--- src/rtl/ring_phase_monitor.sv ---
// Ring counter phase monitor: decodes, checks rotation, tracks lock/errors.
// Optional revolution counter built only when RING_REV_COUNT_EN is defined.
module ring_phase_monitor #(
  parameter int unsigned LOCK_COUNT = 4
) (
  input  logic       clk,
  input  logic       rst,
  input  logic [3:0] ring_in,
  input  logic       ring_vld,
  input  logic       clr_err,
  output logic [1:0] phase,
  output logic       phase_vld,
  output logic       locked,
  output logic       err,
  output logic       err_sticky,
  output logic [7:0] rev_cnt
);

  typedef enum logic [1:0] {
    UNLOCKED,
    ACQUIRE,
    LOCKED
  } state_t;

  localparam logic [3:0] LOCK_N = 4'(LOCK_COUNT);

  state_t     state_q, state_d;
  logic [3:0] cnt_q, cnt_d;
  logic [1:0] phase_q;
  logic       pvld_q;
  logic       err_q;
  logic       stk_q;

  logic       onehot;
  logic [3:0] oh_sel;
  logic [1:0] enc;
  logic       adv;
  logic       stall;
  logic       bad;

  assign onehot = $onehot(ring_in);
  assign oh_sel = onehot ? ring_in : 4'b0001;

  always_comb begin
    enc = 2'd0;
    unique case (1'b1)
      oh_sel[3]: enc = 2'd3;
      oh_sel[2]: enc = 2'd2;
      oh_sel[1]: enc = 2'd1;
      oh_sel[0]: enc = 2'd0;
    endcase
  end

  // The stored reference is the last one-hot sample, i.e. phase/phase_vld.
  assign adv   = pvld_q && onehot && (enc == phase_q - 2'd1);
  assign stall = pvld_q && onehot && (enc == phase_q);
  assign bad   = pvld_q && !adv && !stall;

  always_comb begin
    state_d = state_q;
    cnt_d   = cnt_q;
    if (ring_vld) begin
      unique case (state_q)
        UNLOCKED: begin
          if (onehot) begin
            state_d = ACQUIRE;
            cnt_d   = 4'd0;
          end
        end
        ACQUIRE: begin
          if (bad) begin
            state_d = onehot ? ACQUIRE : UNLOCKED;
            cnt_d   = 4'd0;
          end else if (adv) begin
            cnt_d = cnt_q + 4'd1;
            if (cnt_d == LOCK_N) state_d = LOCKED;
          end
        end
        LOCKED: begin
          if (bad) begin
            state_d = onehot ? ACQUIRE : UNLOCKED;
            cnt_d   = 4'd0;
          end
        end
        default: begin
          state_d = UNLOCKED;
          cnt_d   = 4'd0;
        end
      endcase
    end
  end

  always_ff @(posedge clk) begin
    if (rst) begin
      state_q <= UNLOCKED;
      cnt_q   <= 4'd0;
      phase_q <= 2'd0;
      pvld_q  <= 1'b0;
      err_q   <= 1'b0;
      stk_q   <= 1'b0;
    end else begin
      state_q <= state_d;
      cnt_q   <= cnt_d;
      err_q   <= ring_vld && bad;
      if (ring_vld && bad) stk_q <= 1'b1;
      else if (clr_err)    stk_q <= 1'b0;
      if (ring_vld) begin
        pvld_q <= onehot;
        if (onehot) phase_q <= enc;
      end
    end
  end

`ifdef RING_REV_COUNT_EN
  logic [7:0] rev_q;

  always_ff @(posedge clk) begin
    if (rst) begin
      rev_q <= 8'd0;
    end else if (ring_vld && adv && state_q == LOCKED && phase_q == 2'd0) begin
      rev_q <= rev_q + 8'd1;
    end
  end

  assign rev_cnt = rev_q;
`else
  assign rev_cnt = 8'd0;
`endif

  assign phase      = phase_q;
  assign phase_vld  = pvld_q;
  assign locked     = (state_q == LOCKED);
  assign err        = err_q;
  assign err_sticky = stk_q;

endmodule
--- config.mk ---
export PLATFORM = sky130hd
export DESIGN_NAME = ring_phase_monitor
export DESIGN_NICKNAME = d
export VERILOG_FILES = /design/src/rtl/ring_phase_monitor.sv
export SDC_FILE = /design/constraint.sdc
export NUM_CORES = 1
export LEC_CHECK = 0
export CORE_UTILIZATION = 45
export DETAILED_ROUTE_END_ITERATION = 10
export GPL_ROUTABILITY_DRIVEN = 0
export GPL_TIMING_DRIVEN = 0
export PLACE_DENSITY = 0.78
export SKIP_LAST_GASP = 1
export SLEW_MARGIN = 0
export SYNTH_ARGS = -nofsm -noshare
export SYNTH_HDL_FRONTEND = slang
export SYNTH_SLANG_ARGS = --single-unit
export TNS_END_PERCENT = 20
--- constraint.sdc ---
create_clock -name clk -period 10.7 [get_ports clk]
set_input_delay 3.21 -clock clk [delete_from_list [all_inputs] [get_ports clk]]
set_output_delay 3.21 -clock clk [all_outputs]
set_load 0.02 [all_outputs]
==> After elaboration in Yosys (flattened, before gate mapping) <==
Index checks and enable logic that the tools add are counted.
{ "totals": {"reg_bits": 11, "input_bits": 8, "out_inout_bits": 14, "wordCells": 50} }
{ "classes": {"add_sub_neg": 5, "eq_ne": 10, "mux": 16, "reduce_logical": 13} }
{ "op_table": {"columns": ["op", "n"], "rows": [
  ["$mux 4", 5],
  ["$pmux 4 s3", 1],
  ["$mux 2", 5],
  ["$pmux 2 s4", 1],
  ["$logic_and 1x1->1", 6],
  ["$ne 3x3->1 const B", 2],
  ["$pmux 2 s3", 1],
  ["$reduce_and 5->1", 1],
  ["$add 1x1->2", 2],
  ["$add 4x1->4 const B", 1],
  ["$eq 2x2->1", 2],
  ["$eq 4x3->1 const B", 1],
  ["$reduce_and 4->1", 1],
  ["$add 2x2->3", 1],
  ["$eq 3x1->1 const B", 1],
  ["$mux 1", 3],
  ["$eq 2x1->1 const B", 1],
  ["$eq 2x2->1 const B", 1],
  ["$logic_not 1->1", 2],
  ["$logic_not 2->1", 1],
  ["$ne 2x1->1 const B", 1],
  ["$ne 2x2->1 const B", 1],
  ["$reduce_and 2->1", 1],
  ["$reduce_bool 2->1", 1],
  ["$sub 2x1->2 const B", 1]
]} }

==> Logic depth before layout (Yosys ltp) <==
{ "logic_depth": {"word_depth": 12, "ltp_mapped": 13, "ltp_nobuf": 12} }

==> Least setup slack after synthesis <==
No wires, ideal clock.
{ "synth_timing": {"path_kind": "input to register", "startpoint": "input ring_in[0]", "endpoint": "register cnt_q[3]", "setup_time_ns": 0.070, "t_arrival_ns": 5.758, "required_time_ns": 10.630, "slack_ns": 4.871, "path_stages": 11, "path_buffers": 0, "path_cell_list": "inv_1 -> fa_1 -> inv_1 -> ha_1 -> ha_1 -> nand2b_1 -> a2111oi_4 -> mux2i_1 -> a311o_1 -> or4_1 -> a21oi_1"} }
{ "synth_between": {"elab_chain_len": 12, "word_cells_on_any_way": 20, "cone_classes": "2 x add/sub; 6 x eq/ne; 4 x mux; 8 x reduce/logical"} }
{ "synth_rtl": {"columns": ["item", "line_no", "text"], "rows": [
  ["from (decl)", "8", "input logic [3:0] ring_in,"],
  ["$add 1x1->2 (implied by the code)", "41", "assign onehot = $onehot(ring_in);"],
  ["$add 2x2->3 (implied by the code)", "41", null],
  ["$eq 3x1->1", "41", null],
  ["$mux 4", "42", "assign oh_sel = onehot ? ring_in : 4'b0001;"],
  ["$pmux 2 s4", "46", "unique case (1'b1)"],
  ["$eq 2x2->1", "55", "assign adv = pvld_q && onehot && (enc == phase_q - 2'd1);"],
  ["$logic_and 1x1->1", "55", null],
  ["$logic_not 1->1", "57", "assign bad = pvld_q && !adv && !stall;"],
  ["$logic_and 1x1->1 (2 in series)", "57", null],
  ["$ne 3x3->1 (no line), or another cell as far along", null, null],
  ["$reduce_and 4->1 (no line) or $pmux 4 s3 (tied branches)", null, null],
  ["to (signal assigned)", "103", "cnt_q <= cnt_d;"],
  ["to (decl)", "28", "logic [3:0] cnt_q, cnt_d;"]
]} }
Several ways; a longest one is shown, not always the timed one.
A chain may end at the register's enable or synchronous reset.

==> Worst setup path in the final report <==
{ "layout_timing": {"startpoint": "input ring_in[1]", "endpoint": "register state_q[1]"} }
{ "layout_between": {"elab_chain_len": 12, "word_cells_on_any_way": 21, "cone_classes": "2 x add/sub; 7 x eq/ne; 4 x mux; 8 x reduce/logical"} }
{ "layout_rtl": {"columns": ["item", "line_no", "text"], "rows": [
  ["$add 1x1->2 (implied by the code)", "41", null],
  ["$add 2x2->3 (implied by the code)", "41", null],
  ["$eq 3x1->1", "41", null],
  ["$mux 4", "42", null],
  ["$pmux 2 s4", "46", null],
  ["$eq 2x2->1", "55", null],
  ["$logic_and 1x1->1", "55", null],
  ["$logic_not 1->1", "57", null],
  ["$logic_and 1x1->1 (2 in series)", "57", null],
  ["$ne 3x3->1 (no line), or another cell as far along", null, null],
  ["$reduce_and 5->1 (no line) or $pmux 2 s3 (tied branches)", null, null],
  ["to (signal assigned)", "102", "state_q <= state_d;"],
  ["to (decl)", "27", "state_t state_q, state_d;"]
]} }
Several ways; a longest one is shown, not always the timed one.

==> results.toml <==
[floorplan]
start_util_pct = 48.03
fp.dieArea_sq_um = 2039
rows = 15
fp.dieH_microns = 45.16
pin_count = 22
fp.dieW_microns = 45.16
core_area_sq_um = 1745

[power_and_ir_drop]
clkPwrFrac_pct = 24.9
power_switching_mw = 0.03677
comb_power_share_pct = 33.9
p_int_mw = 0.07499
swShare_pct = 32.90
ir_worst_vdd_v = 0.00005584
p_per_area_nw_per_um2 = 106.2
total_power_mw = 0.1118
p_leak_nw = 0.4359
seqPwrFrac_pct = 41.2

[clocking]
cts_resized = 0
cts_tree = "yes"
cts-root-buf = "clkbuf_4"
cts_max_path_buffers = 2
clock_sinks = 11
htreeDepth = 1
cts_hold_buf = 0
clkLatencyLatePin_ps = 270
post_cts_buffers = 0
clk_pin_slew_worst_paths_ps = 70
cts-buffers-inserted = 3

[yosys]
yosys_warnings = 0
syn_area_sq_um = 838.3
syn_inst = 101
async_flop_share_pct = 0
synth_ff_type = "dfxtp_1"
synth-seq-cells = 11
syn_avg_cell_area_sq_um = 8.300
synth_cell_types = 39
synth_edf_count = 0
ys_seq_area_share_pct = 26.27

[drt]
first_iter_violations = 19
routedWlPerCell_microns = 11.04
drc = 0
wl_microns = 1656
via_per_inst = 5.060
route.antenna.remaining_nets = 0
dr.pass1.iters = 4
vias = 759

[finish]
syn2layout_area_growth_pct = 25.52
final_nets = 138
antenna_cells = 0
drive_above_1_share_pct = 15.20

[worst_setup_path]
r2r-start = "phase[0]"
critical_path_class = "in2reg"
cp-startpoint = "ring_in[1]"
arrival_ps = 6640
worstSetupStartpointType = "primary input"
rrSetupSlack_ps = 8410
endpoint_kind = "register"
cp_max_fo = 7
worstPathRequired_ps = 10900

[timing]
hold_viol = 0
finalClockSkew_ps = 1.401
fin_crit_ps = 6437
rsz0062_at_grt = "no"
fmax_ghz = 0.1554
slew_viol_final = 0
setup_tns_ps = 0
fin_crit_sh_pct = 60.16
setup_violations = 0

[min_path]
hp-start = "cnt_q[1]"
holdCritPathClass = "reg2reg"

[grt]
overflow = 0
grt_pass1_wl_microns = 2559
grtUsageTotal_pct = 17.11
grt_max_degree = 11
grt_pass1_vias = 642
antenna_found_initial = 0

[run]
drv_cap = 0

[outcome]
status = "finished, final reports clean"

[place]
port-buffer-count = 13
dp_hpwl_microns = 1237
-- synth_stat cells, types with 3 or more instances --
master | n | area, sq um
a21oi_1 | 11 | 55.05
buf_4 | 9 | 67.56
dfxtp_1 | 11 | 220.2
ha_1 | 3 | 37.54
inv_1 | 7 | 26.28
nand2_1 | 10 | 37.54
nand2b_1 | 3 | 18.77
nor2_1 | 7 | 26.28
nor3_1 | 4 | 20.02
or3_1 | 3 | 18.77
-- final cells by class --
| type | count | area [sq um] |
|---|---|---|
| Buffer | 11 | 103.9 |
| Clock buffer | 4 | 26.28 |
| Fill cell | 169 | 693.2 |
| Inverter | 7 | 26.28 |
| Multi-Input combinational cell | 79 | 514.2 |
| Sequential cell | 11 | 220.2 |
| Tap cell | 25 | 31.28 |
| Timing Repair Buffer | 13 | 130.1 |
-- critical path: stages --
cell             delay, ps
clkdlybuf4s50_1        630
inv_1                  100
fa_1                   510
inv_1                   40
ha_1                   170
ha_1                   160
nand2b_1               210
a2111oi_4              340
mux2i_1                160
a311o_1                420
or4_1                  530
a21oi_1                150
-- placed cells by master, fill, tap and decap left out, types with 3 or more instances in the layout --
cell and n:
or3_1 3, inv_1 7, buf_4 9, nor2_1 7
clkdlybuf4s50_1 13, ha_1 3, nor3_1 4, conb_1 8
nand2b_1 3, clkbuf_4 3, dfxtp_1 11, a21oi_1 11
nand2_1 10
-- flip-flops by register name, summed over array words and instances, names as in the netlist --
register and cells:
cnt_q 4, state_q 2, err_sticky 1, phase_vld 1, phase 2, err 1
-- layer usage --
| metal | vias to the layer above | share of wire [%] | GRT usage [%] |
|---|---|---|---|
| met5 | - | 0 | 0 |
| met4 | 0 | 0.72 | 7.273 |
| met3 | 2 | 6.8 | 6.400 |
| met2 | 31 | 49 | 25.80 |
| met1 | 339 | 43 | 21.76 |
| li1 | 387 | - | - |
-- metrics by stage --
step | std cells | hold WS (ps) | cell area (sq um) | worst slack, ps | util, %
global placement | 146 | 459.8 | 1026 | 4061 | 58.78
CTS | 150 | 479.8 | 1052 | 4278 | 60.29
finish | 150 | 477.1 | 1052 | 4263 | 60.29
floorplan | 108 | 449.1 | 864.6 | 4871 | -
detailed placement | 146 | 470.0 | 1026 | 3991 | 58.78
global route | 150 | 515.3 | 1052 | 4041 | 60.29
-- final timing paths --
check | to | depth (start not counted)
max | state_q[1] | 12
min | cnt_q[1] | 2
max reg2reg | state_q[0] | 8
min reg2reg | cnt_q[1] | 2
-- power by group through the flow --
stage / logic [mW] / registers, mW / clock network (mW)
6_report: 0.0379 / 0.0460 / 0.0278
5_1_grt: 0.0411 / 0.0463 / 0.0312
4_1_cts: 0.0377 / 0.0460 / 0.0290
3_5_place_dp: 0.0375 / 0.0469 / 0
3_3_place_gp: 0.0364 / 0.0466 / 0
2_1_floorplan: 0.0261 / 0.0477 / 0
-- logic make-up after synthesis --
family | synth area share [%]
AND/OR/NAND/NOR | 28.21
AO/OA/AOI/OAI | 19.40
buffers and inverters | 15.52
flip-flops | 26.27
adder cells (fa/ha/maj) | 6.866
XOR/XNOR | 2.090
other | 0.4473
multiplexers | 1.194
Power figures use the tool's default switching activity.
